===== src/rtl/pipelined_adder.sv =====
// pipelined_adder: N-bit adder/subtractor split into STAGES equal chunks.
// One chunk is summed per pipeline stage and the carry ripples from stage to
// stage. A valid/ready handshake with full backpressure lets the whole pipe
// freeze when the consumer is not accepting. rst_n asserts asynchronously;
// its deassertion is expected to be synchronous to clk.
module pipelined_adder #(
  parameter int WIDTH  = 16,
  parameter int STAGES = 4
) (
  input  logic             clk,
  input  logic             rst_n,
  input  logic             in_valid,
  output logic             in_ready,
  input  logic [WIDTH-1:0] a,
  input  logic [WIDTH-1:0] b,
  input  logic             c,
  input  logic             sub,
  output logic             out_valid,
  input  logic             out_ready,
  output logic [WIDTH-1:0] sum,
  output logic             carry_out,
  output logic             overflow
);

  localparam int CW   = WIDTH / STAGES;
  localparam int MSB  = WIDTH - 1;
  localparam int LAST = STAGES - 1;

  // Pipeline advance: the whole pipe moves unless the output is held.
  logic adv;

  // Stage inputs: what stage k sees this cycle (stage 0 sees the ports).
  logic [WIDTH-1:0] a_in  [STAGES];
  logic [WIDTH-1:0] b_in  [STAGES];
  logic [WIDTH-1:0] s_in  [STAGES];
  logic             cy_in [STAGES];
  logic             v_in  [STAGES];

  // Next-state and registered state of every stage.
  logic [WIDTH-1:0] a_d   [STAGES];
  logic [WIDTH-1:0] b_d   [STAGES];
  logic [WIDTH-1:0] s_d   [STAGES];
  logic             cy_d  [STAGES];
  logic             vld_d [STAGES];
  logic             ov_d;

  logic [WIDTH-1:0] a_q   [STAGES];
  logic [WIDTH-1:0] b_q   [STAGES];
  logic [WIDTH-1:0] s_q   [STAGES];
  logic             cy_q  [STAGES];
  logic             vld_q [STAGES];
  logic             ov_q;

  // Chunk adder result: CW sum bits plus the carry into the next chunk.
  logic [CW:0] part;

  assign adv       = !vld_q[LAST] || out_ready;
  assign in_ready  = adv;
  assign out_valid = vld_q[LAST];
  assign sum       = s_q[LAST];
  assign carry_out = cy_q[LAST];
  assign overflow  = ov_q;

  // Route each stage's operands: stage 0 takes the effective port operands,
  // later stages take the previous stage's registers.
  always_comb begin
    a_in[0]  = a;
    b_in[0]  = sub ? ~b : b;
    s_in[0]  = {WIDTH{1'b0}};
    cy_in[0] = sub ? 1'b1 : c;
    v_in[0]  = in_valid && adv;
    for (int k = 1; k < STAGES; k++) begin
      a_in[k]  = a_q[k-1];
      b_in[k]  = b_q[k-1];
      s_in[k]  = s_q[k-1];
      cy_in[k] = cy_q[k-1];
      v_in[k]  = vld_q[k-1];
    end
  end

  // Add chunk k in stage k; earlier sum chunks and untouched operand chunks
  // pass through. Overflow is formed where the MSB chunk is summed.
  always_comb begin
    part = {(CW+1){1'b0}};
    for (int k = 0; k < STAGES; k++) begin
      part = {1'b0, a_in[k][k*CW +: CW]} + {1'b0, b_in[k][k*CW +: CW]}
           + {{CW{1'b0}}, cy_in[k]};
      s_d[k]              = s_in[k];
      s_d[k][k*CW +: CW]  = part[CW-1:0];
      cy_d[k]             = part[CW];
      a_d[k]              = a_in[k];
      b_d[k]              = b_in[k];
      vld_d[k]            = v_in[k];
    end
    ov_d = (a_in[LAST][MSB] == b_in[LAST][MSB]) && (s_d[LAST][MSB] != a_in[LAST][MSB]);
  end

  // Stage registers: cleared on reset, loaded only when the pipe advances so
  // a stalled output (and everything behind it) holds its value.
  always_ff @(posedge clk or negedge rst_n) begin
    if (!rst_n) begin
      for (int k = 0; k < STAGES; k++) begin
        a_q[k]   <= {WIDTH{1'b0}};
        b_q[k]   <= {WIDTH{1'b0}};
        s_q[k]   <= {WIDTH{1'b0}};
        cy_q[k]  <= 1'b0;
        vld_q[k] <= 1'b0;
      end
      ov_q <= 1'b0;
    end else if (adv) begin
      for (int k = 0; k < STAGES; k++) begin
        a_q[k]   <= a_d[k];
        b_q[k]   <= b_d[k];
        s_q[k]   <= s_d[k];
        cy_q[k]  <= cy_d[k];
        vld_q[k] <= vld_d[k];
      end
      ov_q <= ov_d;
    end
  end

endmodule


===== config.mk =====
export PLATFORM = sky130hd
export DESIGN_NAME = pipelined_adder
export DESIGN_NICKNAME = d
export VERILOG_FILES = /design/src/rtl/pipelined_adder.sv
export SDC_FILE = /design/constraint.sdc
export NUM_CORES = 1
export LEC_CHECK = 0
export ABC_AREA = 1
export ABC_CLOCK_PERIOD_IN_PS = 1600
export CAP_MARGIN = 20
export CORE_UTILIZATION = 35
export CTS_CLUSTER_DIAMETER = 100
export CTS_CLUSTER_SIZE = 10
export DETAILED_ROUTE_END_ITERATION = 10
export PLACE_DENSITY_LB_ADDON = 0.2
export SYNTH_ARGS = -nofsm -noshare
export SYNTH_HDL_FRONTEND = slang
export SYNTH_SLANG_ARGS = --single-unit

===== constraint.sdc =====
create_clock -name clk -period 1.6 [get_ports clk]
set_input_delay 0.32 -clock clk [delete_from_list [all_inputs] [get_ports clk]]
set_output_delay 0.32 -clock clk [all_outputs]
set_load 0.02 [all_outputs]

**Yosys cells after proc, flatten, opt, wreduce, memory -nomap -nowiden**

Index checks and enable logic that the tools add are counted.

- Bits in registers: 145
- Bits of input ports: 38
- Output and inout port bits: 20
- Logic and storage cells: 36

- Add/sub/neg operators: 8
- Equality and inequality tests: 2
- Multiplexer cells: 2
- Bitwise gates (word level): 1
- Reductions and logical operators: 4

Operators by type and width:

| operator | count |
|---|---|
| $add A4 B4 Y5 | 4 |
| $add A5 B1 Y5 | 4 |
| $mux W16 | 1 |
| $not A16 Y16 | 1 |
| $logic_and A1 B1 Y1 | 2 |
| $eq A1 B1 Y1 | 1 |
| $logic_not A1 Y1 | 1 |
| $logic_or A1 B1 Y1 | 1 |
| $mux W1 | 1 |
| $ne A1 B1 Y1 | 1 |

**Depth between registers and ports, before layout**

Gate-level depths: netlist (run 1).

- Word-level depth: 4
- Mapped depth: 9
- Depth with buffers taken out: 8

**Least setup slack after synthesis (run 1)**

Ideal clock, no wire load.

- Path kind: in2reg
- Start point: input sub
- End point: register cy_q (netlist bit cy_in[2])
- Library setup time: 126 ps
- Arrival: 1956 ps
- Data required time: 1474 ps
- Setup slack: -482 ps
- Stages: 9
- Buffers on the path: 2
- Cells stage by stage: buf_6 -> buf_6 -> or2_2 -> fa_1 -> fa_1 -> nand2_1 -> inv_1 -> o21ai_0 -> a21oi_1

- Longest elaborated chain between the ends: 3
- Elaborated cells on any way between the ends: 4
- Classes of those cells: add/sub: 2; mux: 2

RTL lines:

| element | RTL line | RTL |
|---|---|---|
| from (decl) | 17 | `input logic sub,` |
| $mux W16 | 68 | `b_in[0] = sub ? ~b : b;` |
| $add A4 B4 Y5 | 86 | `part = {1'b0, a_in[k][k*CW +: CW]} + {1'b0, b_in[k][k*CW +: CW]}` |
| $add A5 B1 Y5 * | 87 | `+ {{CW{1'b0}}, cy_in[k]};` |
| to (signal, indexed assignment) | 115 | `cy_q[k] <= cy_d[k];` |
| to (decl) | 50 | `logic cy_q [STAGES];` |

Mark *: on every way between the ends. The rest lies on a longest branch, timed or not.
A chain may end at the register's enable or synchronous reset.

**Worst setup path after layout (run 1)**

- Start point: register b_q (netlist bit b_d[36])
- End point: register cy_q (netlist bit cy_in[1])

- Longest elaborated chain between the ends: 2

RTL lines:

| element | RTL line | RTL |
|---|---|---|
| from (decl) | 48 | `logic [WIDTH-1:0] b_q [STAGES];` |
| from (signal, indexed assignment) | 104 | `b_q[k] <= {WIDTH{1'b0}};` |
| from (signal, indexed assignment) | 113 | `b_q[k] <= b_d[k];` |
| $add A4 B4 Y5 | 86 |  |
| $add A5 B1 Y5 | 87 |  |

No other way between the ends.

==> results.md, run 1 <==
Power:
- The part of the power in combinational logic is 0.382.
- Power spread over the standard cell area amounts to 1830 mW/mm².
- For this design the static power due to leakage is 2.66 nW.
- The share of total power dissipated in the clock network is 0.202.
- The power dissipated by switching net loads is 3.61 mW.
- The relative contribution of sequential cells to total power is 0.416.
- Of the total power, the share spent switching nets is 0.363.
- The worst-case IR drop observed on VDD is 605 µV.
- After layout, the design draws a total of 9.93 mW.
- The internal power contribution is 6.32 mW.

Layout:
- 0 antenna diodes ended up in the layout.
- The number of nets at the end of the flow is 588.
- Compared with the post-synthesis result, the final layout area differs by 24.8%.
- The non-filler instance count after layout is 702.
- The share of final-layout standard cells stronger than drive strength 1 is 0.0974.
- The library cells used most frequently in the layout, excluding fill and tap cells, are nand2_1, dfrtp_1, o21ai_0.
- The multi-input combinational cells in the finished layout cover a total of 0.00169 mm².
- For this run, the share of the core covered by cells in the final layout is 0.449.
- Counting the fill cells in the layout gives 1196.
- In the final layout, flip-flops and latches occupy 0.00243 mm².
- The most common cell after layout, fill and taps aside is nand2_1.
- Summing all non-filler instances in the final layout gives an area of 0.00541 mm².

STA:
- The number of hold violations in the final report was 0.
- The worst setup skew after layout is 0.00523 ns.
- Setup violations remaining at the end of the flow were counted as 0.
- Hold is met by 0.0105 ns.
- The transition time at the pin with the least slew margin is 0.521 ns.
- The final critical-path share of the clock period is 0.989.
- The worst path in the final design needs a cycle of 1.58 ns, including I/O delays and setup.
- Setup repair after global routing could not meet its margin everywhere.
- Static timing analysis puts the maximum clock frequency at 632 MHz.
- The final max-slew violation count is 0.
- The tightest slew margin relative to the limit is 0.653.

Setup path:
- The worst setup path category is reg2reg.
- The signal on the critical path passes through fa_2, fa_2, nand2_1, inv_1, o21ai_1, a21oi_1.
- Along the worst path, the maximum fanout reaches 2.
- Data on the critical path is required at its endpoint by 1.82 ns.
- The kind of cell adding the most delay to the critical path is adder cells.
- In this design, the critical path's most frequently occurring cell is fa_2.
- For the worst setup path, the data arrival time is 1.80 ns.
- Counting both buffers and inverters, the worst setup path holds a total of 1.
- On the worst path, the slowest cell contributes a delay of 0.43 ns.
- The standard cell with the maximum stage delay on the critical path is fa_2.
- The type of element launching the critical path is a flop.
- The kind of end point of the critical path is a flop.

Place:
- The number of input and output port buffers inserted is 57.
- The weighted congestion at the end of routability-driven global placement is 0.745.
- In this run the cell area measured after placement is 0.00510 mm².
- The number of placed instances, taps included, is 684.
- The half-perimeter wire length of the detailed placement result is 5430 µm.

Clock network:
- The hold-fix buffer count after cts is 0.
- The H-tree was split into 3 levels.
- The clock transition time at the flip-flop clock pins of the worst setup and hold paths is 0.06 ns.
- Clock latency on the worst-skew pair, taken at its later pin, is 0.33 ns.
- The total clock buffers created by CTS is 9.
- The buffer levels on the longest clock path is 2.
- The cell chosen for the clock root is clkbuf_16.
- The TritonCTS clock tree is yes.
- The clock sink count is 97.

Synth:
- The sequential cell area fraction in the yosys report is 0.560.
- After synthesis, the netlist uses 23 different library cells.
- The biggest area contributor in the post-synthesis netlist is dfrtp_1.
- The mean instance size in the synthesized netlist is 9.23 µm².
- Counting every net in the synthesized netlist gives 528.
- The synthesized netlist occupies a cell area of 0.00434 mm².
- In the post-synthesis netlist, the biggest area contributors are dfrtp_1, nand2_1, o21ai_0.
- Of the post-synthesis cell area, the dominant cell type holds 0.560.
- Yosys printed 0 warnings.
- The synthesized design contains 97 register bits.
- The cell count after synthesis came out at 470.

Detailed routing:
- The count of antenna-violating nets left after detailed routing is 0.
- The routed wire length per instance is 11.4 µm.
- After detailed routing, the number of remaining DRC violations is 0.
- The final route contains 3069 vias.
- The DRC marker count from the first detailed-route iteration is 168.
- The first detailed-routing pass ran for 5 iterations.
- After detailed routing, the total wire length is 7970 µm.
- The via density per instance is 4.37.

GRT:
- Summed over all layers, the global routing overflow is 0.
- Across every metal layer, demand over resource in global routing totals 0.139.
- The wire length of the first global-routing pass is 14100 µm.
- The initial antenna violation count was 0.
- The maximum number of pins on one net before global-route repair is 98.
- The via count of the first global-routing pass was 3146.

Die:
- During I/O placement, the number of pins put on the boundary was 58.
- The die is 113 µm tall.
- After floorplanning, the core was sized to cover 0.0121 mm².
- The number of placement rows is 40.
- The area of the die is 0.0128 mm².
- The die width is 113 µm.
- For this configuration, the core starts out at a cell density of 0.360.

Hold path:
- In this run the worst hold path is classified as in2async.

Run:
- Across the run, the number of max-cap violations was 0.

Outcome:
- The run finished with clean final reports.
==> sequential cells by signal, indices dropped and copies added, names as in the netlist <==
signal	count
v_in	3
carry_out	1
s_d	24
a_d	24
sum	16
out_valid	1
b_d	24
overflow	1
cy_in	3
==> Yosys cell counts (all sizes together) <==
master	n
a21oi	7
buf	20
clkbuf	2
dfrtp	97
fa	8
ha	12
inv	29
nand2	199
nand3	14
nor2	12
o211ai	1
o21ai	47
o22ai	1
o31ai	1
or2	3
xnor2	13
xor2	4
==> power groups by stage <==
stage / registers (mW) / clock network, mW / logic, mW
after floorplan: 4.33 / 0 / 2.36
after global placement: 4.15 / 0 / 3.73
after detailed placement: 4.19 / 0 / 3.84
after CTS: 4.15 / 2.08 / 3.74
after global routing: 4.26 / 2.17 / 4.40
final: 4.13 / 2.01 / 3.80
==> area by class of cell <==
| type | instances | share of cell area |
|---|---|---|
| flip-flops and latches | 97 | 0.449 |
| multi-input cells | 322 | 0.313 |
| repair buffers | 71 | 0.127 |
| clock buffers | 13 | 0.0499 |
| well taps | 168 | 0.0388 |
| inverters | 29 | 0.0206 |
| clock inverters | 2 | 0.00231 |
==> worst paths after layout <==
check	from	endpoint	slack [ns]	depth (start not counted)
worst min-delay path	rst_n	a_d[31]	0.01	2
worst max-delay path	b_d[36]	cy_in[1]	0.02	6
worst max register to register	b_d[36]	cy_in[1]	0.02	6
min in group clk	v_in[0]	out_valid	0.46	2
worst min register to register	v_in[0]	out_valid	0.46	2
max in group asynchronous	rst_n	s_d[6]	1.17	2
==> worst register-to-register path, cell delays in order (launching register included) <==
cell and delay, ns:
dfrtp_1 0.40, fa_2 0.43, fa_2 0.34, nand2_1 0.07
inv_1 0.04, o21ai_1 0.11, a21oi_1 0.07
==> cells by family after synthesis <==
| family | synth area share |
|---|---|
| simple gates | 0.205 |
| flops | 0.560 |
| compound gates | 0.0672 |
| xor+xnor | 0.0343 |
| fa+ha+maj | 0.0716 |
| buf+inv | 0.0623 |
==> timing repair <==
action                                  4_1_cts  5_1_grt
gates resized for setup                      35       11
pin swaps                                     6        7
endpoints found under the setup margin       27        9
buffers inserted                              1        2
==> per-stage QoR <==
stage	setup TNS (ns)	setup WS, ns
after detailed placement	-4.42	-0.701
after global routing	-0.0596	-0.0494
final	0	0.0181
after CTS	0	0.000452
after global placement	-3.71	-0.678
after floorplan	-0.839	-0.322
==> layer usage <==
layer | track usage | up-vias | part of all wire
met2 | 0.221 | 59 | 0.44
met4 | 0.0614 | 0 | 0.017
met5 | 0 | - | 0
li1 | - | 1584 | -
met3 | 0.0289 | 12 | 0.034
met1 | 0.182 | 1414 | 0.51
Power figures use the tool's default switching activity.
==> run 2, diff against run 1 <==
HOLD_SLACK_MARGIN = 0.06   (was not set)
==> run 2 against run 1 <==
Compared with the run above:
- sequential share of layout area shrank 0.083 points
- non-clock buffer count increased by 1
- utilization grew 0.083 points
- critical path depth unchanged
- clock-buffer cell count did not move
- total power barely moved
- clock skew hardly changed
- cell area rose by 0.18%
- combinational power about the same
- maximum frequency about the same
- via count down 0.16%
- largest power group unchanged
- highest routed layer unchanged
==> results.md, run 2 (synthesized netlist as in run 1, its figures left out) <==
Outcome:
- The run finished with clean final reports.

STA:
- The final critical-path share of the clock period was 0.990 (about the same).
- The count of endpoints failing setup in the final report is 0 (unchanged).
- The tightest slew margin relative to the limit is 0.647 (-0.00602).
- Setup repair after global routing could not meet its margin everywhere.
- The worst hold slack is 0.460 ns (+0.449 ns).
- The number of hold violations in the final report is 0 (unchanged).
- The transition time at the pin with the least slew margin was 0.530 ns (+0.00903 ns).
- The final setup TNS was 0 ns (unchanged).
- The final critical path time including I/O delays and setup came to 1.58 ns (+0.00138 ns).
- The final worst slack is 0.0168 ns (-0.00138 ns).
- The maximum clock frequency came to 632 MHz (about the same).
- The worst setup skew after layout is 0.00523 ns (+0.00000880 ns).
- The final max-slew violation count was 0 (unchanged).

Setup path:
- The signal on the critical path passes through fa_2, fa_2, nand2_1, inv_1, o21ai_1, a21oi_1.
- Among the stages of the critical path, the cell type that occurs most often is fa_2.
- The arrival time at the worst endpoint was 1.80 ns (about the same).
- The kind of end point of the critical path is a flop.
- The number of buffers and inverters on the critical path is 1 (unchanged).
- The largest individual stage delay along the critical path comes from the cell fa_2.
- The type of element launching the critical path is a flop.
- The kind of cell adding the most delay to the critical path is adder cells.
- The highest net fanout along the worst path is 2 (unchanged).
- The required time of the critical path was 1.82 ns (about the same).
- The largest incremental delay on the critical path was 0.43 ns (about the same).
- The worst setup path category is reg2reg.

Clock network:
- The H-tree level count is 3 (unchanged).
- The clock sink count is 97 (unchanged).
- The cell chosen for the clock root is clkbuf_16.
- The total clock buffers created by CTS is 9 (unchanged).
- TritonCTS built the clock tree.
- The clock transition time at the flip-flop clock pins of the worst setup and hold paths came to 0.06 ns (about the same).
- The buffer levels on the longest clock path is 2 (unchanged).
- The later-pin clock latency in the skew report is 0.33 ns (about the same).

Power:
- The maximum VDD drop is 604 µV (-0.13%).
- The leakage power summed over all cells is 2.66 nW (+0.16%).
- The total power density per cell area is 1830 mW/mm² (-0.21%).
- The post-layout total power is 9.93 mW (about the same).

Detailed routing:
- The DRC marker count from the first detailed-route iteration was 141 (-16%).
- The count of antenna-violating nets left after detailed routing is 0 (unchanged).
- The routed wire length per instance is 11.3 µm (-0.33%).
- The post-route DRC violation count is 0 (unchanged).
- The via density per instance came to 4.36 (-0.30%).
- The wire length reported by the detailed router was 7950 µm (-0.19%).
- The count of vias placed by the detailed router is 3064 (-0.16%).
- The total iterations of the first detailed-routing run is 4 (-1).

Layout:
- The total area of sequential cells came to 0.00243 mm² (unchanged).
- The most common cell after layout, fill and taps aside is nand2_1.
- The final non-filler cell area came to 0.00542 mm² (+0.18%).
- The share of final-layout standard cells stronger than drive strength 1 is 0.0972 (-0.000182).
- The utilization after layout came to 0.449 (+0.000830).
- The count of fill cells added during filler insertion is 1193 (-0.25%).
- Relative to the synthesized area, the layout overhead comes to 25.0%.
- The multi-input gate area in the final layout is 0.00169 mm² (unchanged).
- The number of nets at the end of the flow was 589 (+0.17%).
- The antenna diode count is 0 (unchanged).
- The non-filler instance count after layout is 703 (+0.14%).
- In the layout the commonest cells are nand2_1, dfrtp_1, o21ai_0.

Place:
- The post-place setup slack is -0.701 ns (unchanged).
- The half-perimeter wire length of the detailed placement result is 5430 µm (unchanged).
- The post-place instance area is 0.00510 mm² (unchanged).
- The count of placed standard cells including taps is 684 (unchanged).
- The number of input and output port buffers inserted is 57 (unchanged).
- The weighted congestion at the end of routability-driven global placement is 0.745 (unchanged).

Die:
- The area of the core is 0.0121 mm² (unchanged).
- The initial standard-cell utilization of the core was 0.360 (unchanged).
- The I/O pin count is 58 (unchanged).
- The height of the chip came to 113 µm (unchanged).
- The die width is 113 µm (unchanged).
- The number of placement rows is 40 (unchanged).
- The area of the die was 0.0128 mm² (unchanged).

GRT:
- The overall global routing resource usage is 0.139 (about the same).
- The via count of the first global-routing pass is 3149 (+0.095%).
- The initial antenna violation count is 0 (unchanged).
- The maximum number of pins on one net before global-route repair is 98 (unchanged).
- The total global routing overflow is 0 (unchanged).
- The wire length of the first global-routing pass came to 14100 µm (about the same).

Hold path:
- The worst hold path belongs to the class reg2reg.

Run:
- The max capacitance violation total is 0 (unchanged).
## run 2: cell type report
cell class,count,area share
timing repair buffer,72,0.128
multi-input combinational,322,0.312
clock buffer,13,0.0498
inverter,29,0.0205
clock inverter,2,0.00231
sequential,97,0.448
tap,168,0.0388
## run 2: per-layer routing
layer	wire length, µm	GRT usage
met2	3500	0.221
met1	4030	0.183
met4	142	0.0614
met5	0	0
met3	282	0.0289
## run 2: tightest hold or removal path: stages (launching register included)
cell	delay [ns]
dfrtp_1	0.32
inv_1	0.05
nand2_1	0.06
## run 2: final timing paths
kind	depth (start not counted)	end	slack, ns	startpoint
max	6	cy_in[1]	0.02	b_d[36]
min reg2reg	2	out_valid	0.46	v_in[0]
max in group asynchronous	3	b_d[39]	0.62	rst_n
min in group asynchronous	3	a_d[31]	0.54	rst_n
max reg2reg	6	cy_in[1]	0.02	b_d[36]
min	2	out_valid	0.46	v_in[0]
## run 2: timing repair
action,CTS,global route
resized for setup,35,11
gates cloned,0,0
endpoints found under the setup margin,27,9
hold buffers,1,0
hold endpoints to repair,9,0
pin swaps,6,7
setup buffers,1,2
## run 2: power by group
part           switching [mW]  internal, mW
combinational            2.19          1.61
clock                   0.835          1.17
sequential              0.584          3.54
